**config.mk**
```make
export PLATFORM = sky130hd
export DESIGN_NAME = lift_input_conditioner
export DESIGN_NICKNAME = d
export VERILOG_FILES = /design/src/rtl/lift_input_conditioner.sv
export SDC_FILE = /design/constraint.sdc
export NUM_CORES = 1
export LEC_CHECK = 0
export ABC_CLOCK_PERIOD_IN_PS = 16100
export CORE_MARGIN = 2
export CORE_UTILIZATION = 25
export CTS_BUF_LIST = sky130_fd_sc_hd__clkbuf_4 sky130_fd_sc_hd__clkbuf_8
export CTS_CLUSTER_DIAMETER = 40
export CTS_CLUSTER_SIZE = 16
export DETAILED_ROUTE_END_ITERATION = 16
export DONT_BUFFER_PORTS = 1
export SLEW_MARGIN = 5
export SYNTH_ARGS = -nofsm -noshare
export SYNTH_HDL_FRONTEND = slang
export SYNTH_SLANG_ARGS = --single-unit
export TNS_END_PERCENT = 10
```
**constraint.sdc**
```tcl
create_clock -name clk -period 16.1 [get_ports clk]
set_clock_uncertainty 0.2 [all_clocks]
set_input_delay 3.22 -clock clk [delete_from_list [all_inputs] [get_ports clk]]
set_output_delay 3.22 -clock clk [all_outputs]
set_load 0.01 [all_outputs]
```
**src/rtl/lift_input_conditioner.sv**
```systemverilog
// lift_input_conditioner: sync, debounce and request-latch raw lift inputs into controller conditions x1..x14
module lift_input_conditioner #(
  parameter int N_IN = 14,
  parameter int DB_CYCLES = 4,
  parameter int CNT_W = 3,
  parameter logic [N_IN-1:0] LATCH_MASK = 14'h0001
) (
  input  logic            clk,
  input  logic            rst,
  input  logic [N_IN-1:0] raw_in,
  input  logic [N_IN-1:0] clr,
  output logic [N_IN-1:0] x_out,
  output logic [N_IN-1:0] chg_pulse,
  output logic [7:0]      glitch_cnt
);
  logic [N_IN-1:0] s1_q, s2_q, db_q, db_d, chg_q, chg_d, lat_q, lat_d;
  logic [CNT_W-1:0] cnt_q [N_IN];
  logic [CNT_W-1:0] cnt_d [N_IN];
  logic [7:0] glitch_q, glitch_d;
  logic [8:0] sum;
  // stable-count filter per channel; a return to the old level with a nonzero count is a glitch
  always_comb begin
    db_d = db_q;
    cnt_d = cnt_q;
    chg_d = '0;
    lat_d = lat_q & ~clr & LATCH_MASK;
    sum = {1'b0, glitch_q};
    for (int i = 0; i < N_IN; i++) begin
      if (s2_q[i] == db_q[i]) begin
        cnt_d[i] = '0;
        sum = sum + 9'(cnt_q[i] != '0);
      end else if (cnt_q[i] == CNT_W'(DB_CYCLES - 1)) begin
        db_d[i] = s2_q[i];
        cnt_d[i] = '0;
        chg_d[i] = 1'b1;
        lat_d[i] = lat_d[i] | (s2_q[i] & LATCH_MASK[i]);
      end else begin
        cnt_d[i] = cnt_q[i] + CNT_W'(1);
      end
    end
    glitch_d = sum[8] ? 8'hff : sum[7:0];
  end
  // two-flop synchroniser plus all filter, latch and glitch-counter state
  always_ff @(posedge clk) begin
    if (rst) begin
      s1_q <= '0;
      s2_q <= '0;
      db_q <= '0;
      cnt_q <= '{default: '0};
      chg_q <= '0;
      lat_q <= '0;
      glitch_q <= '0;
    end else begin
      s1_q <= raw_in;
      s2_q <= s1_q;
      db_q <= db_d;
      cnt_q <= cnt_d;
      chg_q <= chg_d;
      lat_q <= lat_d;
      glitch_q <= glitch_d;
    end
  end
  assign x_out = (LATCH_MASK & lat_q) | (~LATCH_MASK & db_q);
  assign chg_pulse = chg_q;
  assign glitch_cnt = glitch_q;
endmodule

```
==> summary.md <==
| Metric | Value |
|---|---|
| Status | `finished clean` |
| Starting Density | `~25%` |
| IO Port Bufs | `0` |
| Critical Path Start Type | `flop` |
| Final Cycle Share | `about 74%` |
| Critical Path RT | `about 16 ns` |
| Mapped Cells | `between 800 and 900` |
| Synth area leaders | `dfxtp_1 (28%), ha_1 (11%), xnor2_1 (4.9%)` |
| Hold WC Path Type | `reg -> reg` |
| CP most frequent cell | `ha_1` |
| Initial antenna violation count | `0` |
| Worst r2r path cells | `52` |
| Layout Nets | `916` |
| RR Endpoint | `glitch_cnt[2]` |
| Die Y | `179 microns` |
| Cell area power density | `81.6 mW/mm^2` |
| Post-synth top area cell | `dfxtp_1` |
| Iter 0 DRT Violations | `slightly below 300` |
| First-pass GRT wire length | `26200 microns` |
| RSZ-0062 raised after global routing | `false` |
| Highest metal used | `met4` |
| Final Slew Violations | `0` |
| Core Util, Final | `26.7%` |
| Seq/Total Area, Yosys | `between 20% and 30%` |
| Post-CTS Setup Inserts | `0` |
| CP max FO | `15` |
| Via density | `around 4.8` |
| Period minus WS final | `between 10 and 15 ns` |
| IO Pins | `66` |
| Width of the die | `179 microns` |
| Slew @ Worst Pin | `~0.9 ns` |
| Post-Layout Cell Count | `about 1200` |
| Syn_area_per_cell | `~9 sq um` |
| Final setup fails | `0` |
| Post-CTS resize count | `0` |
| DIE AREA | `roughly 0.032 sq mm` |
| Reg-to-reg slack, setup | `between 4 and 5 ns` |
| Setup TNS Final | `0 ns` |
| Slew HR | `between 30% and 40%` |
| Critical path type | `reg -> reg` |
| Clock Path Buffers | `2` |
| Placed insts | `between 1000 and 1500` |
| Predominant post-synthesis flop cell | `dfxtp_1` |
| Antenna Nets Post-Route | `0` |
| R2R Path Start | `s2_q[0]` |
| Share of cells above drive strength 1 | `8.54%` |
| Register bit total from synthesis | `107` |
| Number of synthesized flops with an enable pin | `0` |
| Max Freq | `approximately 84 MHz` |
| Area share of the largest cell type after synthesis | `27.9%` |
| Hold EP | `s2_q[4]` |
| Max-cap violations | `0` |
| GP Congestion | `just over 0.8` |
| Area Growth Syn to Fin | `6.03%` |
| CTS hold repair buffers | `0` |
| Post-Syn Nets | `~940` |
| Final hold vios | `0` |
| Post-DP Area | `0.00796 sq mm` |
| TritonCTS clock tree | `built` |
| Gr usage total | `about a tenth` |
| Total number of yosys warnings | `0` |
| Via count | `approximately 5800` |
| Routed met2 length | `7010 microns` |
| Gr ovfl total | `0` |
| # diodes | `0` |
| Commonest cells after routing, fill and taps aside | `dfxtp_1 (107), ha_1 (70), nand2_1 (61)` |
| Post-synth ARST share | `0%` |
| Core area | `0.0304 sq mm` |
| WL met1 | `between 7000 and 8000 microns` |
| Yosys cell types | `90` |
| Met3 wire len | `around 900 microns` |
| Clk slew on worst S/H paths | `0.11 ns` |
| Pre-antenna DRT Iters | `5` |
| Routed length per instance | `12.8 microns` |
| Vias in the first global route | `roughly 5500` |
| CTS sink cnt | `roughly 110` |
| DR DRC count | `0` |
| CP max stage delay | `around 0.62 ns` |
| Slowest-stage cell, CP | `o32ai_2` |
| Largest net degree at the start of global routing | `103` |
| Clock latency on the worst-skew pair | `a little under 0.4 ns` |
| Worst VDD drop | `~0.000072 V` |
| Worst hold path cell count | `1` |
| Detail Placement HPWL | `12100 microns` |
| H-tree Lvls | `3` |
| Num CTS Buffers | `9` |
| Cell area after synthesis | `between 0.007 and 0.008 sq mm` |
| Crit end category | `flop` |
| Hold_sp | `s1_q[4]` |
| FP Rows | `64` |
| Commonest non-fill, non-tap cell in the layout | `dfxtp_1` |
| Clk root buf | `clkbuf_8` |
| WL final | `around 16000 microns` |
| Crit path arrival time | `11.94 ns` |
| Leak | `around 0.003 uW` |
| Finished Cell Area | `about 0.0081 sq mm` |
-- cells in the mapped netlist (5+ instances only) --
cell and count:
nor4b_1 19, clkbuf_1 19, ha_1 70, a21oi_1 21, nor2_1 51, nor3b_1 12
nand4_1 12, and3_1 10, nand2_1 61, xnor2_1 43, mux2_2 13, xnor2_2 6
nor3_1 17, o21ai_0 21, nor4_1 33, or3_1 11, nand2b_1 6, inv_1 54
a211oi_1 5, o211ai_1 11, and2_1 9, dfxtp_1 107, o31ai_1 6, nor2b_1 31
xor2_1 19, buf_4 13, nand3_1 19, xnor3_1 10, mux2i_1 22
-- worst max-delay path: cells and delay by family, from the launching register on --
kind            cells  cell delay (ns)
buf+inv             3             0.26
xor+xnor            1             0.58
compound gates     16             3.36
flops               1             0.43
simple gates       15             1.96
fa+ha+maj          14             4.18
mux                 3             0.78
-- metal layers --
metal | global-route usage (%) | up-vias
met4 | 4.27 | 0
met5 | 0 | -
met2 | 16.3 | 102
met3 | 3.20 | 17
met1 | 12.7 | 2715
li1 | - | 2978
-- registers in the layout (all words and copies together), names as in the netlist --
register,flops
glitch_cnt,8
db_q,14
lat_q,1
chg_pulse,14
s1_q,14
s2_q,14
cnt_q,42
-- cell type report --
class,instances,area [sq um]
clock buffers,10,138
clock inverters,5,37.5
fillers,3291,22300
inverters,54,203
multi-input cells,643,5110
flip-flops and latches,107,2140
well taps,396,495
repair buffers,1,7.51
-- how the worst max path moves through the flow --
stage | startpoint | endpoint | slack, ns | depth (start not counted)
final | s2_q[0] | glitch_cnt[2] | 4.20 | 52
after global routing | db_q[0] | glitch_cnt[2] | 3.07 | 52
after CTS | s2_q[0] | glitch_cnt[2] | 4.21 | 52
after detailed placement | s2_q[0] | glitch_cnt[2] | 4.25 | 52
after global placement | s2_q[0] | glitch_cnt[2] | 4.42 | 52
after floorplan | cnt_q[39] | glitch_cnt[1] | 5.98 | 58
-- stage by stage --
stage | power, uW | hold slack [ns] | setup slack, ns
after floorplan | 476 | 0.214 | 5.98
after global placement | 515 | 0.219 | 4.42
after detailed placement | 519 | 0.222 | 4.25
after CTS | 677 | 0.245 | 4.21
after global routing | 719 | 0.258 | 3.07
final | 664 | 0.242 | 4.20
-- logic make-up (layout without fill, tap and decap cells) --
kind of cell,Yosys count,count (layout),synth area share [%]
compound gates,129,129,12.6
xor+xnor,86,86,13.6
fa+ha+maj,74,74,11.9
buf+inv,93,70,5.45
flops,107,107,27.9
mux,35,35,4.78
simple gates,319,319,23.7
-- power by group --
group / leakage, uW / internal (uW) / total (uW) / switching [uW]
combinational: 0.00196 / 101 / 224 / 123
sequential: 0.000870 / 273 / 287 / 14.3
clock: 0.0000852 / 60.5 / 153 / 92.2
Note: power is estimated with default switching activity, not from simulation.
